[src/rtl/fb_pixel_writer.sv]
// Framebuffer write port: packs raster pixels into 8-pixel DDR3 bursts
// and issues MIG write commands, pulsing render_complete per frame.
`ifndef FB_ADDR_WIDTH
`define FB_ADDR_WIDTH 19
`endif
`ifndef FB_MAX_ADDR
`define FB_MAX_ADDR 307200
`endif

module fb_pixel_writer #(
    parameter int FB_ADDR_WIDTH      = `FB_ADDR_WIDTH,
    parameter int FB_MAX_ADDR        = `FB_MAX_ADDR,
    parameter int PIXEL_BURST_LENGTH = 8
) (
    input  logic                     clk,
    input  logic                     rst,
    input  logic                     frame_start,
    input  logic                     pix_valid,
    input  logic [15:0]              pix_data,
    output logic                     pix_ready,
    input  logic                     ddr3_app_rdy,
    input  logic                     ddr3_app_wdf_rdy,
    output logic                     ddr3_app_en,
    output logic [2:0]               ddr3_app_cmd,
    output logic [FB_ADDR_WIDTH-1:0] ddr3_app_addr,
    output logic [63:0]              ddr3_app_wdf_data,
    output logic                     ddr3_app_wdf_wren,
    output logic                     ddr3_app_wdf_end,
    output logic                     render_complete,
    output logic                     busy
);

    localparam logic [FB_ADDR_WIDTH-1:0] STEP =
        FB_ADDR_WIDTH'(PIXEL_BURST_LENGTH);
    localparam logic [FB_ADDR_WIDTH-1:0] LAST_ADDR =
        FB_ADDR_WIDTH'(FB_MAX_ADDR - PIXEL_BURST_LENGTH);

    typedef enum logic [2:0] {
        IDLE, FILL, WRITE_DATA, WRITE_CMD, DONE
    } state_t;

    state_t      state;
    state_t      next_state;
    logic [2:0]  cnt;
    logic        beat;
    logic        pending;
    logic [15:0] pix_buf [8];

    logic pix_fire;
    logic beat_fire;
    logic cmd_fire;
    logic restart;

    logic en_d;
    logic wren_d;
    logic beat_d;
    logic end_d;
    logic rc_d;
    logic busy_d;

    assign pix_ready    = (state == FILL);
    assign pix_fire     = pix_ready & pix_valid;
    assign beat_fire    = (state == WRITE_DATA) & ddr3_app_wdf_wren
                        & ddr3_app_wdf_rdy;
    assign cmd_fire     = (state == WRITE_CMD) & ddr3_app_en & ddr3_app_rdy;
    assign restart      = pending | frame_start;
    assign ddr3_app_cmd = 3'b000;

    always_ff @(posedge clk) begin
        if (rst) state <= IDLE;
        else     state <= next_state;
    end

    always_comb begin
        next_state = state;
        case (state)
            IDLE: if (frame_start) next_state = FILL;
            FILL: begin
                if (frame_start)
                    next_state = FILL;
                else if (pix_fire && cnt == 3'd7)
                    next_state = WRITE_DATA;
            end
            WRITE_DATA: if (beat_fire && beat) next_state = WRITE_CMD;
            WRITE_CMD: begin
                if (cmd_fire) begin
                    if (restart)
                        next_state = FILL;
                    else if (ddr3_app_addr == LAST_ADDR)
                        next_state = DONE;
                    else
                        next_state = FILL;
                end
            end
            DONE:    next_state = frame_start ? FILL : IDLE;
            default: next_state = IDLE;
        endcase
    end

    // Registered outputs are decoded from the state being entered.
    always_comb begin
        en_d   = (next_state == WRITE_CMD);
        wren_d = (next_state == WRITE_DATA);
        beat_d = wren_d & (beat | beat_fire);
        end_d  = wren_d & beat_d;
        rc_d   = (next_state == DONE);
        busy_d = (next_state != IDLE);
    end

    always_ff @(posedge clk) begin
        if (rst) begin
            ddr3_app_en       <= 1'b0;
            ddr3_app_wdf_wren <= 1'b0;
            ddr3_app_wdf_end  <= 1'b0;
            render_complete   <= 1'b0;
            busy              <= 1'b0;
            beat              <= 1'b0;
        end else begin
            ddr3_app_en       <= en_d;
            ddr3_app_wdf_wren <= wren_d;
            ddr3_app_wdf_end  <= end_d;
            render_complete   <= rc_d;
            busy              <= busy_d;
            beat              <= beat_d;
        end
    end

    always_ff @(posedge clk) begin
        if (pix_fire) pix_buf[cnt] <= pix_data;
    end

    always_ff @(posedge clk) begin
        if (rst) begin
            ddr3_app_addr     <= '0;
            ddr3_app_wdf_data <= '0;
            cnt               <= '0;
            pending           <= 1'b0;
        end else begin
            case (state)
                IDLE, DONE: begin
                    if (frame_start) begin
                        ddr3_app_addr <= '0;
                        cnt           <= '0;
                    end
                end
                FILL: begin
                    if (frame_start) begin
                        ddr3_app_addr <= '0;
                        cnt           <= '0;
                    end else if (pix_fire) begin
                        cnt <= cnt + 3'd1;
                        if (cnt == 3'd7)
                            ddr3_app_wdf_data <= {pix_buf[0], pix_buf[1],
                                                  pix_buf[2], pix_buf[3]};
                    end
                end
                WRITE_DATA: begin
                    if (frame_start) pending <= 1'b1;
                    if (beat_fire && !beat)
                        ddr3_app_wdf_data <= {pix_buf[4], pix_buf[5],
                                              pix_buf[6], pix_buf[7]};
                end
                WRITE_CMD: begin
                    // A restart seen during the burst takes effect here.
                    if (cmd_fire) begin
                        pending       <= 1'b0;
                        cnt           <= '0;
                        ddr3_app_addr <= restart ? '0 : ddr3_app_addr + STEP;
                    end else if (frame_start) begin
                        pending <= 1'b1;
                    end
                end
                default: ;
            endcase
        end
    end

endmodule
[config.mk]
export PLATFORM = sky130hd
export DESIGN_NAME = fb_pixel_writer
export DESIGN_NICKNAME = d
export VERILOG_FILES = /design/src/rtl/fb_pixel_writer.sv
export SDC_FILE = /design/constraint.sdc
export NUM_CORES = 1
export LEC_CHECK = 0
export ABC_AREA = 0
export ABC_CLOCK_PERIOD_IN_PS = 3100
export CAP_MARGIN = 40
export CORE_ASPECT_RATIO = 0.6
export CORE_MARGIN = 2
export CORE_UTILIZATION = 55
export CTS_BUF_LIST = sky130_fd_sc_hd__clkbuf_4 sky130_fd_sc_hd__clkbuf_8 sky130_fd_sc_hd__clkbuf_16
export DETAILED_ROUTE_END_ITERATION = 7
export MAX_ROUTING_LAYER = met4
export PLACE_DENSITY = 0.8
export SKIP_LAST_GASP = 1
export SLEW_MARGIN = 10
export SYNTH_ARGS = -nofsm -noshare
export SYNTH_HDL_FRONTEND = slang
export SYNTH_SLANG_ARGS = --single-unit
[constraint.sdc]
create_clock -name clk -period 3.1 [get_ports clk]
set_clock_uncertainty 0.05 [all_clocks]
set_input_delay 0.62 -clock clk [delete_from_list [all_inputs] [get_ports clk]]
set_output_delay 0.62 -clock clk [all_outputs]
set_load 0.005 [all_outputs]
==> results.json <==
{
  "outcome": "completed",
  "min_path_type": "register to register",
  "finalHoldViolations": 0,
  "globalRoute.totalOverflow": 0,
  "gp_congestion": 0.895,
  "fin_util": 0.681,
  "seq_area_frac_synth": 0.666,
  "grt_pass1_wl_mm": 29.6,
  "post-cts-setup-buffers": 0,
  "synthArstFlopShare": 0,
  "crit_fanout": 9,
  "rows": 35,
  "syn-cell-area_um2": 8540,
  "synth_cell_types": 50,
  "synth_edf_count": 128,
  "synth_common_cells": "edfxtp_1, dfxtp_1, nor3_1",
  "fin_cells": 927,
  "first_iter_violations": 576,
  "grt_usage": 0.242,
  "worstReg2RegStart": "state[0]$_SDFF_PP0_",
  "p_per_area_nw_per_um2": 546,
  "synth_area_leaders": "edfxtp_1, dfxtp_1, mux2i_1",
  "num_io_pins": 114,
  "power_leakage_nw": 3.21,
  "h-tree-depth": 1,
  "synth_most_common_cell": "edfxtp_1",
  "antenna_found_initial": 0,
  "critPathKind": "register to output port",
  "syn_avg_cell_area_um2": 14.0,
  "io_buffers": 107,
  "wl_mm": 19.4,
  "syn_inst": 608,
  "r2r_cells": 5,
  "setup_viol": 0,
  "ys_ff_latch": 220,
  "synth_top_cell_area_share": 0.450,
  "slew_viol_final": 0,
  "fin_crit_sh": 0.934,
  "vias": 5532,
  "initial_core_util": 0.559,
  "worstMarginPinSlew_ns": 0.649,
  "min_from": "ddr3_app_addr[11]$_SDFFE_PP0P_",
  "slew_headroom": 0.566,
  "yosys.area.top_type": "edfxtp_1",
  "syn2layout_area_growth_pct": 21.9,
  "rsz0062_at_grt": "no",
  "final_net_count": 734,
  "yosysWarningCount": 0,
  "irDropWorstVdd_v": 0.000330,
  "timing.rr.end": "ddr3_app_wdf_data[30]$_SDFFE_PP0P_",
  "cts_sinks": 220,
  "clk_latency_ns": 0.50,
  "die_y_um": 101,
  "cts_buffers": 21,
  "max_freq_ghz": 0.346,
  "cap_violations": 0,
  "grt_max_degree": 66,
  "fill_cells": 1032,
  "clock_path_buffers": 3,
  "drc": 0,
  "drtAntennaViolNets": 0,
  "rrSetupSlack_ns": 0.81,
  "root_buffer": "clkbuf_16",
  "synth_ff_type": "edfxtp_1",
  "die_x_um": 165,
  "via_per_inst": 5.97,
  "fin_crit_ns": 2.89,
  "dp_cells": 889,
  "coreArea_um2": 15300,
  "dp_hpwl_mm": 12.3,
  "cts.clk_slew.worst_paths_ns": 0.07,
  "min_to": "ddr3_app_addr[11]$_SDFFE_PP0P_",
  "wl_per_cell_um": 20.9,
  "grt_pass1_vias": 5241,
  "end_kind": "output port",
  "finalSetupTns_ns": 0,
  "cts_resized": 0,
  "antenna_cells": 0,
  "whs_path_depth": 2,
  "startpoint_type": "register",
  "ctsHoldBuffers": 0,
  "crit_arrival_ns": 2.22,
  "final_area_um2": 10400,
  "cp_data_required_time_ns": 2.43,
  "drive_gt1_frac": 0.141,
  "drt_pass1_iterations": 4,
  "die_area_um2": 16600,
  "placed_area_um2": 9750,
  "cts_tree": "built"
}
[cells in the final DEF (no fill, tap or decap), drive strengths merged, types with 2 or more instances in the layout]
master	instances
a211oi	64
a21oi	20
a31oi	4
and2	2
and3	2
and4	2
buf	18
clkbuf	24
clkdlybuf4s50	106
clkinv	8
clkinvlp	3
conb	6
dfxtp	92
edfxtp	128
ha	3
inv	9
mux2i	67
nand2	11
nand2b	3
nand3	11
nand3b	4
nand4	3
nor2	13
nor3	72
nor3b	4
nor4	3
o21ai	4
o21bai	2
o31ai	7
or3	3
or4	7
or4b	3
[cell type report]
| cell class | count | area [um2] | area share |
|---|---|---|---|
| multi-input cells | 335 | 2560 | 0.246 |
| clock inverters | 14 | 104 | 0.00998 |
| clock buffers | 24 | 554 | 0.0533 |
| flip-flops and latches | 220 | 5690 | 0.546 |
| inverters | 7 | 26.3 | 0.00252 |
| well taps | 203 | 254 | 0.0244 |
| repair buffers | 124 | 1220 | 0.117 |
[critical path, stage by stage (launching register included)]
cell and delay, ns:
dfxtp_1 0.57, or3b_4 0.48, inv_1 0.12, clkdlybuf4s50_1 0.56
[report_power, final]
part	total (mW)	switching, mW	internal (mW)
Combinational	0.140	0.0962	0.0434
Sequential	3.11	0.00757	3.10
Clock	2.44	1.06	1.38
Total	5.68	1.16	4.52
[through the flow]
stage               total power, mW  setup WS [ns]  hold slack [ns]
detailed placement             3.31          0.462            0.444
global route                   5.84          0.173            0.481
CTS                            5.71          0.243            0.454
finish                         5.68          0.206            0.460
global placement               3.30          0.414            0.420
floorplan                      3.23          0.382            0.426
[routing by layer]
metal,share of wire,global-route usage
met1,0.47,0.361
met2,0.45,0.359
met3,0.065,0.0362
met4,0.018,0.0475
met5,0,-
[registers in the layout, summed over array words and instances (netlist names)]
name / count
busy: 1
cnt: 3
ddr3_app_addr: 16
ddr3_app_en: 1
ddr3_app_wdf_data: 64
ddr3_app_wdf_end: 1
ddr3_app_wdf_wren: 1
pending: 1
pix_buf: 128
render_complete: 1
state: 3
[worst max path at each step]
stage	startpoint	to	slack (ns)	depth (start not counted)
floorplan	state[1]$_SDFF_PP0_	pix_buf[0][0]$_DFFE_PP_	0.38	5
global placement	frame_start	ddr3_app_addr[13]$_SDFFE_PP0P_	0.41	4
detailed placement	frame_start	ddr3_app_addr[13]$_SDFFE_PP0P_	0.46	5
CTS	state[0]$_SDFF_PP0_	pix_ready	0.24	3
global route	state[0]$_SDFF_PP0_	pix_ready	0.17	3
finish	state[0]$_SDFF_PP0_	pix_ready	0.21	3
[cell families (layout without fill, tap and decap cells)]
| group | Yosys count | count (layout) | share of synthesized area |
|---|---|---|---|
| and+or+nand+nor | 146 | 146 | 0.0956 |
| DFF | 220 | 220 | 0.666 |
| adders and majority gates | 3 | 3 | 0.00440 |
| muxes | 67 | 67 | 0.0786 |
| AOI/OAI and AO/OA | 112 | 112 | 0.115 |
| xor gates and xnor gates | 1 | 1 | 0.00103 |
| buffers and inverters | 58 | 169 | 0.0387 |
| other | 1 | 6 | 0.000439 |
No activity file was read; power rests on OpenSTA's default activity.
